`config.mk`:
```
export PLATFORM = sky130hd
export DESIGN_NAME = neuron_layer_seq
export DESIGN_NICKNAME = d
export VERILOG_FILES = /design/src/rtl/nn_pkg.sv /design/src/rtl/nn_mac_sat.sv /design/src/rtl/neuron_layer_seq.sv
export SDC_FILE = /design/constraint.sdc
export NUM_CORES = 1
export LEC_CHECK = 0
export ABC_AREA = 0
export CAP_MARGIN = 10
export CORE_AREA = 2 2 292 294
export DETAILED_ROUTE_END_ITERATION = 12
export DIE_AREA = 0 0 294 296
export HOLD_SLACK_MARGIN = 0.03
export PLACE_DENSITY_LB_ADDON = 0.3
export SETUP_SLACK_MARGIN = 0.1
export SLEW_MARGIN = 15
export SYNTH_ARGS = -nofsm -noshare
export SYNTH_HDL_FRONTEND = slang
export SYNTH_SLANG_ARGS = --single-unit
```
`constraint.sdc`:
```
create_clock -name clk_i -period 8.9 [get_ports clk_i]
set_clock_uncertainty 0.05 [all_clocks]
set_input_delay 1.78 -clock clk_i [delete_from_list [all_inputs] [get_ports clk_i]]
set_output_delay 1.78 -clock clk_i [all_outputs]
set_load 0.03 [all_outputs]
```
`src/rtl/nn_pkg.sv`:
```
// Shared types and helpers for the sequential neuron layer.
// Holds default widths, the pass FSM encoding, saturation and weight-index packing.
package nn_pkg;

  localparam int unsigned DEF_X_W   = 4;
  localparam int unsigned DEF_W_W   = 8;
  localparam int unsigned DEF_E_W   = 12;
  localparam int unsigned DEF_ACC_W = 16;

  typedef enum logic [1:0] {
    StIdle,
    StFwd,
    StUpd,
    StDone
  } state_e;

  // Clamp a wide signed value into the signed range of a w-bit word.
  function automatic logic signed [63:0] saturate(input logic signed [63:0] v,
                                                  input int unsigned w);
    logic signed [63:0] hi;
    logic signed [63:0] lo;
    hi = (64'sd1 <<< (w - 1)) - 64'sd1;
    lo = -(64'sd1 <<< (w - 1));
    if (v > hi) begin
      return hi;
    end else if (v < lo) begin
      return lo;
    end
    return v;
  endfunction

  // Flat position of weight (neuron j, input i) in the register file.
  function automatic int unsigned widx(input int unsigned j, input int unsigned i,
                                       input int unsigned n_in);
    return j * n_in + i;
  endfunction

endpackage

```
`src/rtl/nn_mac_sat.sv`:
```
// Combinational multiply-accumulate with saturation: y = sat(c +/- ((a * b) >>> SHIFT)).
// a is signed, b is unsigned (zero-extended), result saturates to O_W bits.
module nn_mac_sat import nn_pkg::*; #(
  parameter int unsigned A_W   = DEF_W_W,
  parameter int unsigned B_W   = DEF_X_W,
  parameter int unsigned C_W   = DEF_ACC_W,
  parameter int unsigned O_W   = DEF_ACC_W,
  parameter int unsigned SHIFT = 0,
  parameter bit          SUB   = 1'b0
) (
  input  logic signed [A_W-1:0] a_i,
  input  logic        [B_W-1:0] b_i,
  input  logic signed [C_W-1:0] c_i,
  output logic signed [O_W-1:0] y_o
);

  logic signed [63:0] prod;
  logic signed [63:0] term;
  logic signed [63:0] sum;

  // Full-precision product; the shift applies before the add so no bits are lost early.
  always_comb begin
    prod = 64'(a_i) * signed'(64'(b_i));
    term = prod >>> SHIFT;
    sum  = SUB ? (64'(c_i) - term) : (64'(c_i) + term);
    y_o  = O_W'(saturate(sum, O_W));
  end

endmodule

```
`src/rtl/neuron_layer_seq.sv`:
```
// Time-multiplexed fully-connected layer with an internal weight register file.
// Forward pass accumulates one MAC per cycle; update pass steps one weight per cycle.
module neuron_layer_seq import nn_pkg::*; #(
  parameter int unsigned N_IN     = 4,
  parameter int unsigned N_OUT    = 8,
  parameter int unsigned X_W      = DEF_X_W,
  parameter int unsigned W_W      = DEF_W_W,
  parameter int unsigned E_W      = DEF_E_W,
  parameter int unsigned ACC_W    = DEF_ACC_W,
  parameter int unsigned LR_SHIFT = 4,
  parameter bit          RELU     = 1'b1,
  parameter int          W_INIT   = 1
) (
  input  logic                        clk_i,
  input  logic                        rst_i,
  input  logic                        en_i,
  input  logic                        start_i,
  input  logic                        mode_i,
  input  logic                        init_i,
  input  logic [N_IN*X_W-1:0]         x_i,
  input  logic [N_OUT*E_W-1:0]        err_i,
  input  logic [N_IN*N_OUT*W_W-1:0]   w_load_i,
  output logic                        busy_o,
  output logic                        done_o,
  output logic [N_OUT*ACC_W-1:0]      y_o,
  output logic [N_IN*N_OUT*W_W-1:0]   weights_o
);

  localparam int unsigned N_W = N_IN * N_OUT;
  localparam int unsigned IW  = (N_IN > 1) ? $clog2(N_IN) : 1;
  localparam int unsigned JW  = (N_OUT > 1) ? $clog2(N_OUT) : 1;
  localparam int unsigned KW  = (N_W > 1) ? $clog2(N_W) : 1;

  state_e state_q, state_d;
  logic [IW-1:0] i_q, i_d;
  logic [JW-1:0] j_q, j_d;
  logic [KW-1:0] k_q, k_d;
  logic signed [ACC_W-1:0] acc_q, acc_d;
  logic done_q, done_d;

  logic        [X_W-1:0]   x_q   [N_IN];
  logic signed [E_W-1:0]   err_q [N_OUT];
  logic signed [ACC_W-1:0] y_q   [N_OUT];
  logic signed [W_W-1:0]   w_q   [N_W];

  logic cap_en, load_en, w_wr_en, y_wr_en;
  logic last_i, last_j;
  logic signed [ACC_W-1:0] fwd_c, fwd_sum, y_new;
  logic signed [W_W-1:0]   w_new;

  assign last_i = (i_q == IW'(N_IN - 1));
  assign last_j = (j_q == JW'(N_OUT - 1));

  // The first product of each neuron starts a fresh sum.
  assign fwd_c = (i_q == '0) ? '0 : acc_q;
  assign y_new = (RELU && fwd_sum[ACC_W-1]) ? '0 : fwd_sum;

  nn_mac_sat #(
    .A_W  (W_W),
    .B_W  (X_W),
    .C_W  (ACC_W),
    .O_W  (ACC_W),
    .SHIFT(0),
    .SUB  (1'b0)
  ) u_mac_fwd (
    .a_i(w_q[k_q]),
    .b_i(x_q[i_q]),
    .c_i(fwd_c),
    .y_o(fwd_sum)
  );

  nn_mac_sat #(
    .A_W  (E_W),
    .B_W  (X_W),
    .C_W  (W_W),
    .O_W  (W_W),
    .SHIFT(LR_SHIFT),
    .SUB  (1'b1)
  ) u_mac_upd (
    .a_i(err_q[j_q]),
    .b_i(x_q[i_q]),
    .c_i(w_q[k_q]),
    .y_o(w_new)
  );

  always_comb begin
    state_d = state_q;
    i_d     = i_q;
    j_d     = j_q;
    k_d     = k_q;
    acc_d   = acc_q;
    done_d  = 1'b0;
    cap_en  = 1'b0;
    load_en = 1'b0;
    w_wr_en = 1'b0;
    y_wr_en = 1'b0;

    unique case (state_q)
      StIdle: begin
        if (init_i) begin
          load_en = 1'b1;
        end else if (start_i) begin
          cap_en  = 1'b1;
          i_d     = '0;
          j_d     = '0;
          k_d     = '0;
          state_d = mode_i ? StUpd : StFwd;
        end
      end
      StFwd, StUpd: begin
        if (state_q == StFwd) begin
          acc_d   = fwd_sum;
          y_wr_en = last_i;
        end else begin
          w_wr_en = 1'b1;
        end
        k_d = k_q + KW'(1);
        if (last_i) begin
          i_d = '0;
          if (last_j) begin
            state_d = StDone;
          end else begin
            j_d = j_q + JW'(1);
          end
        end else begin
          i_d = i_q + IW'(1);
        end
      end
      StDone: begin
        done_d  = 1'b1;
        state_d = StIdle;
      end
      default: state_d = StIdle;
    endcase
  end

  always_ff @(posedge clk_i or negedge rst_i) begin
    if (!rst_i) begin
      state_q <= StIdle;
      i_q     <= '0;
      j_q     <= '0;
      k_q     <= '0;
      acc_q   <= '0;
      done_q  <= 1'b0;
      for (int i = 0; i < N_IN; i++) x_q[i] <= '0;
      for (int j = 0; j < N_OUT; j++) begin
        err_q[j] <= '0;
        y_q[j]   <= '0;
      end
    end else if (en_i) begin
      state_q <= state_d;
      i_q     <= i_d;
      j_q     <= j_d;
      k_q     <= k_d;
      acc_q   <= acc_d;
      done_q  <= done_d;
      if (cap_en) begin
        for (int i = 0; i < N_IN; i++) x_q[i] <= x_i[i*X_W +: X_W];
        if (mode_i) begin
          for (int j = 0; j < N_OUT; j++) err_q[j] <= err_i[j*E_W +: E_W];
        end
      end
      if (y_wr_en) y_q[j_q] <= y_new;
    end
  end

  always_ff @(posedge clk_i or negedge rst_i) begin
    if (!rst_i) begin
      for (int k = 0; k < N_W; k++) w_q[k] <= W_W'(W_INIT);
    end else if (en_i) begin
      if (load_en) begin
        for (int k = 0; k < N_W; k++) w_q[k] <= w_load_i[k*W_W +: W_W];
      end else if (w_wr_en) begin
        w_q[k_q] <= w_new;
      end
    end
  end

  assign busy_o = (state_q != StIdle);
  assign done_o = done_q;

  for (genvar gj = 0; gj < N_OUT; gj++) begin : g_out
    assign y_o[gj*ACC_W +: ACC_W] = y_q[gj];
    for (genvar gi = 0; gi < N_IN; gi++) begin : g_w
      localparam int unsigned K = widx(gj, gi, N_IN);
      assign weights_o[K*W_W +: W_W] = w_q[K];
    end
  end

endmodule

```
[Yosys cells after proc, flatten, opt, wreduce, memory -nomap -nowiden]
Cells that the tools add are included.
W data, S select, Z words.
Word-level totals
  bits of input ports: 374
  register bits: 525
  output and inout bits: 386
Cells by class
  $add $sub $neg: 5
  $lt $le $gt $ge: 9
  $mul: 2
  reductions and logical operators: 16
  equality and inequality tests: 10
  bitwise operators: 3
  mux-type cells: 57
Operators with widths (number)
  $mux W256: 2
  $bwmux W256: 1
  $bwmux W128: 1
  $mux W16: 5
  $gt A64 B16 Y1 const B: 1
  $lt A64 B16 Y1 const B: 1
  $demux W16 S3: 1
  $mux W8: 6
  $bmux W8 S5: 1
  $demux W8 S5: 1
  $bmux W12 S3: 1
  $mux W12: 2
  $add A16 B13 Y17: 1
  $mul A12 B5 Y17: 1
  $mux W2: 8
  $mux W15: 1
  $gt A14 B8 Y1 const B: 1
  $lt A14 B8 Y1 const B: 1
  $mux W1: 14
  $sub A8 B13 Y14: 1
  $mul A8 B5 Y13: 1
  $mux W3: 4
  $mux W5: 2
  $ne A2 B2 Y1 const B: 5
  other kinds (29): 39

[Depth between registers and ports, before layout]
  depth after elaboration: 13
  depth in mapped cells: 34
  mapped depth without buffers: 29

[Cells and area by module]
A second synthesis with hierarchy kept.
Unflattened totals
  cells, all modules: 2749
  area, all modules: 29937.5 um^2
By module, submodules not included
  neuron_layer_seq: cells each 2163, instances 1, area each 25197.9 um^2
  nn_mac_sat (u_mac_upd): cells each 309, instances 1, area each 2474.9 um^2
  nn_mac_sat (u_mac_fwd): cells each 277, instances 1, area each 2264.7 um^2

[Worst setup path before layout]
OpenSTA, ideal clock, no wires.
  path kind: register to register
  start: reg j_q[1]
  end: reg w_q (netlist bit weights_o[14])
  period minus slack after synthesis: 7546 ps
  data required time: 8722 ps
  cell stages (with the launch flop): 35
  path slack: 1354 ps
  arrival time: 7368 ps
  path through: dfrtp_1 -> clkbuf_1 -> clkbuf_1 -> buf_1 -> clkbuf_1 -> mux2i_1 -> nor2_1 -> a21oi_1 -> a21oi_1 -> nor2_1 -> nor2_1 -> ha_1 -> fa_1 -> inv_1 -> fa_1 -> inv_1 -> ha_1 -> nor4_1 -> o21ai_0 -> a31o_2 -> a31oi_1 -> o21bai_1 -> a21oi_1 -> xor2_1 -> ha_1 -> clkbuf_1 -> nand2_1 -> o21bai_1 -> a21oi_1 -> nand2_1 -> xnor2_1 -> nand4_1 -> a22oi_2 -> clkbuf_2 -> o21ai_0
On the way
  word-level cells in the longest chain between the ends: 13
RTL lines
  start, declared: line neuron_layer_seq.sv:36  | logic [JW-1:0] j_q, j_d;
  start signal, assigned: line neuron_layer_seq.sv:153  | j_q <= j_d;
  $not A3 Y4 (implied by the code) *: line neuron_layer_seq.sv:80  | .a_i(err_q[j_q]),
  $bmux W12 S3 *: line neuron_layer_seq.sv:80
  $mux W12 (implied by the code) * (2 in series): line neuron_layer_seq.sv:80
  $mul A12 B5 Y17 *: line nn_mac_sat.sv:23  | prod = 64'(a_i) * signed'(64'(b_i));
  $sub A8 B13 Y14 *: line nn_mac_sat.sv:25  | sum = SUB ? (64'(c_i) - term) : (64'(c_i) + term);
  $lt A14 B8 Y1: line nn_pkg.sv:26  | end else if (v < lo) begin
  $mux W1: line nn_pkg.sv:26
  $mux W1: line nn_pkg.sv:24  | if (v > hi) begin
  $mux W8 *: line nn_pkg.sv:29  | return v;
  $bwmux W256 *: line neuron_layer_seq.sv:174  | w_q[k_q] <= w_new;
  $mux W256 *: line neuron_layer_seq.sv:173  | end else if (w_wr_en) begin
  $mux W256 *: line neuron_layer_seq.sv:171  | if (load_en) begin
  end signal, assigned by index: line neuron_layer_seq.sv:174
  end, declared: line neuron_layer_seq.sv:44  | logic signed [W_W-1:0] w_q [N_W];
Mark *: on every way between the ends. The rest lies on a longest branch, timed or not. The select of a mux whose other input is x is not followed.
A chain may end at the register's enable or synchronous reset.

[Final worst setup path]
  start: reg j_q[1]
  end: reg w_q (netlist bit weights_o[118])
Same word-level chain as after synthesis.

==> flow_metrics.env <==
export IMPL_crit_family="compound AO/OA/AOI/OAI gates"
export IMPL_tns_ns=0
export IMPL_dp_hpwl_mm=87.3
export IMPL_critPathLaunch="j_q[1]"
export IMPL_multi_input_area_um2=15000
export IMPL_ys_flop_type="dfrtp_1"
export IMPL_synth_cell_area_um2=29100
export IMPL_wl_per_cell_um=25.5
export IMPL_final_cell_area_um2=39800
export IMPL_synth_compound_area_share_pct=14.4
export IMPL_holdBufCountCts=0
export IMPL_timing_critical_path_mode_cell="ha_1"
export IMPL_cts_resized=0
export IMPL_syn_avg_cell_area_um2=10.6
export IMPL_firstDrtPassIters=5
export IMPL_maxSlewHeadroom_pct=24.8
export IMPL_setup_viol=0
export IMPL_critPathSlowestCell="dfrtp_4"
export IMPL_cts_sinks=517
export IMPL_io_pins=760
export IMPL_core_area_um2=84200
export IMPL_htreeDepth=2
export IMPL_grt_pass1_wl_mm=168
export IMPL_nFillCells=7810
export IMPL_cap_violations=0
export IMPL_report_final_slew_viol_count=0
export IMPL_ys_warn_count=0
export IMPL_cts_tree="built"
export IMPL_finalNetCount=3956
export IMPL_grt_util_all_layers_pct=25.9
export IMPL_worstRegToRegCells=27
export IMPL_insertion_delay_ns=0.63
export IMPL_final_common_cell="clkdlybuf4s50_1"
export IMPL_drive_above_1_share_pct=15.6
export IMPL_cp_max_fo=27
export IMPL_fmax_mhz=123
export IMPL_max_stage_delay_ns=0.63
export IMPL_final_cell_mix="clkdlybuf4s50_1 (749), dfrtp_1 (481), o21ai_0 (280)"
export IMPL_drtIter0Drc=1953
export IMPL_startpoint_type="flip-flop"
export IMPL_post_cts_setup_buffers=0
export IMPL_fin_crit_sh_pct=91.4
export IMPL_r2r_start="j_q[1]"
export IMPL_crit_type="flip-flop to flip-flop"
export IMPL_arrival_ns=8.56
export IMPL_drcViolationCount=0
export IMPL_rsz0062_at_grt="false"
export IMPL_worstPathRequired_ns=9.33
export IMPL_crit_buf_inv=2
export IMPL_synth_xor_xnor_area_share_pct=1.11
export IMPL_rows=107
export IMPL_die_area_um2=87000
export IMPL_period_minus_slack_ns=8.13
export IMPL_place_area_um2=37800
export IMPL_netlist_instances=2751
export IMPL_min_from="acc_q[0]"
export IMPL_hold_depth=2
export IMPL_yosys_area_share_adder_pct=8.07
export IMPL_totalWireLength_mm=117
export IMPL_via_count=25400
export IMPL_io_buffer_count=751
export IMPL_seq_area_frac_synth_pct=44.5
export IMPL_grt_ovfl_total=0
export IMPL_grt_max_degree=214
export IMPL_endpoint_kind="flip-flop"
export IMPL_cts_made_buffers=58
export IMPL_detail_route_vias_per_cell=5.54
export IMPL_die_h_um=296
export IMPL_initial_core_util_pct=34.6
export IMPL_tightestPinTransition_ns=1.13
export IMPL_synth_top_family_by_area="multiplexers"
export IMPL_ys_types=68
export IMPL_final_antenna_net_count=0
export IMPL_ctsLongestPathBuffers=3
export IMPL_cts_root_buf="clkbuf_16"
export IMPL_area_growth_pct=36.6
export IMPL_fin_hold_ws_ns=0.433
export IMPL_hold_class="flip-flop to flip-flop"
export IMPL_path_clk_slew_ns=0.06
export IMPL_async_flop_share_pct=100
export IMPL_seq_area_um2=13000
export IMPL_synth_edff_count=0
export IMPL_hold_viol_final=0
export IMPL_synth_seq_cells=517
export IMPL_cp_depth=27
export IMPL_synthMuxAreaShare_pct=15.9
export IMPL_gp_congestion=0.902
export IMPL_die_w_um=294
export IMPL_antenna_found_initial=16
export IMPL_synthSimpleGateAreaFrac_pct=11.6
export IMPL_status="finished, final reports clean"
export IMPL_grt_pass1_vias=24900
[cell type report]
| type | count | area share, % |
|---|---|---|
| multi-input combinational | 1925 | 37.7 |
| sequential | 517 | 32.7 |
| timing repair buffer | 809 | 20.1 |
| clock buffer | 88 | 4.41 |
| tap | 1090 | 3.43 |
| inverter | 122 | 1.15 |
| clock inverter | 20 | 0.425 |
| antenna | 17 | 0.107 |
[metrics by stage]
stage                     instances  utilization [%]  setup WS, ns
final                          4588             47.2         0.766
after global routing           4584             47.2         0.117
after CTS                      4571             47.2         0.259
after detailed placement       4463             44.9         0.302
after global placement         4463             44.9         0.340
after floorplan                2758                -          1.35
[flip-flops by register name, summed over array words and instances (netlist names)]
register and flops:
acc_q 16, done_o 1, err_q 96, i_q 2
j_q 3, k_q 5, state_q 2, weights_o 256
x_q 16, y_o 120
[worst paths after layout]
check	to	slack, ns
max	weights_o[118]	0.77
min	acc_q[0]	0.43
max reg2reg	weights_o[118]	0.77
min reg2reg	acc_q[0]	0.43
max in group asynchronous	y_o[125]	6.09
min in group asynchronous	weights_o[157]	1.15
[cell families after synthesis]
family	Yosys count
muxes	339
AOI/OAI and AO/OA	733
DFF	517
adders and majority gates	152
and+or+nand+nor	656
xor gates and xnor gates	37
other	1
buffers and inverters	316
[routing by layer]
metal / GRT usage (%) / vias up / part of all wire (%)
met1: 35.9 / 12800 / 42
met4: 9.51 / 2 / 3.5
li1: - / 11300 / -
met2: 40.9 / 1135 / 47
met3: 4.52 / 201 / 7.3
met5: 0 / - / 0.0060
[cell usage after synthesis (11+ instances only)]
| cell | number | area [µm²] |
|---|---|---|
| mux2i_1 | 18 | 180 |
| and3_1 | 236 | 1480 |
| clkbuf_2 | 21 | 105 |
| mux4_2 | 75 | 1690 |
| nand3_1 | 14 | 70.1 |
| nor2b_1 | 35 | 219 |
| mux2_2 | 246 | 2770 |
| a22o_1 | 21 | 184 |
| a221oi_1 | 11 | 96.3 |
| fa_1 | 61 | 1220 |
| ha_1 | 88 | 1100 |
| o21a_1 | 11 | 82.6 |
| o21ai_1 | 15 | 75.1 |
| nand2b_1 | 24 | 150 |
| dfstp_2 | 32 | 841 |
| nor2_1 | 76 | 285 |
| inv_1 | 122 | 458 |
| clkbuf_1 | 139 | 522 |
| a22oi_1 | 66 | 495 |
| o21ai_0 | 282 | 1410 |
| buf_1 | 16 | 60.1 |
| a21oi_1 | 273 | 1370 |
| xor2_1 | 18 | 158 |
| dfrtp_1 | 485 | 12100 |
| xnor2_1 | 19 | 166 |
| nand2_1 | 218 | 818 |
[worst min-delay path, delay by kind of cell, from the launching register on]
kind               cells  cell delay [ns]
DFF                    1             0.33
AOI/OAI and AO/OA      1             0.06
and+or+nand+nor        1             0.05
Power is not shown: default switching activity piles up to over one toggle a cycle in this logic, so the estimate is an artifact.
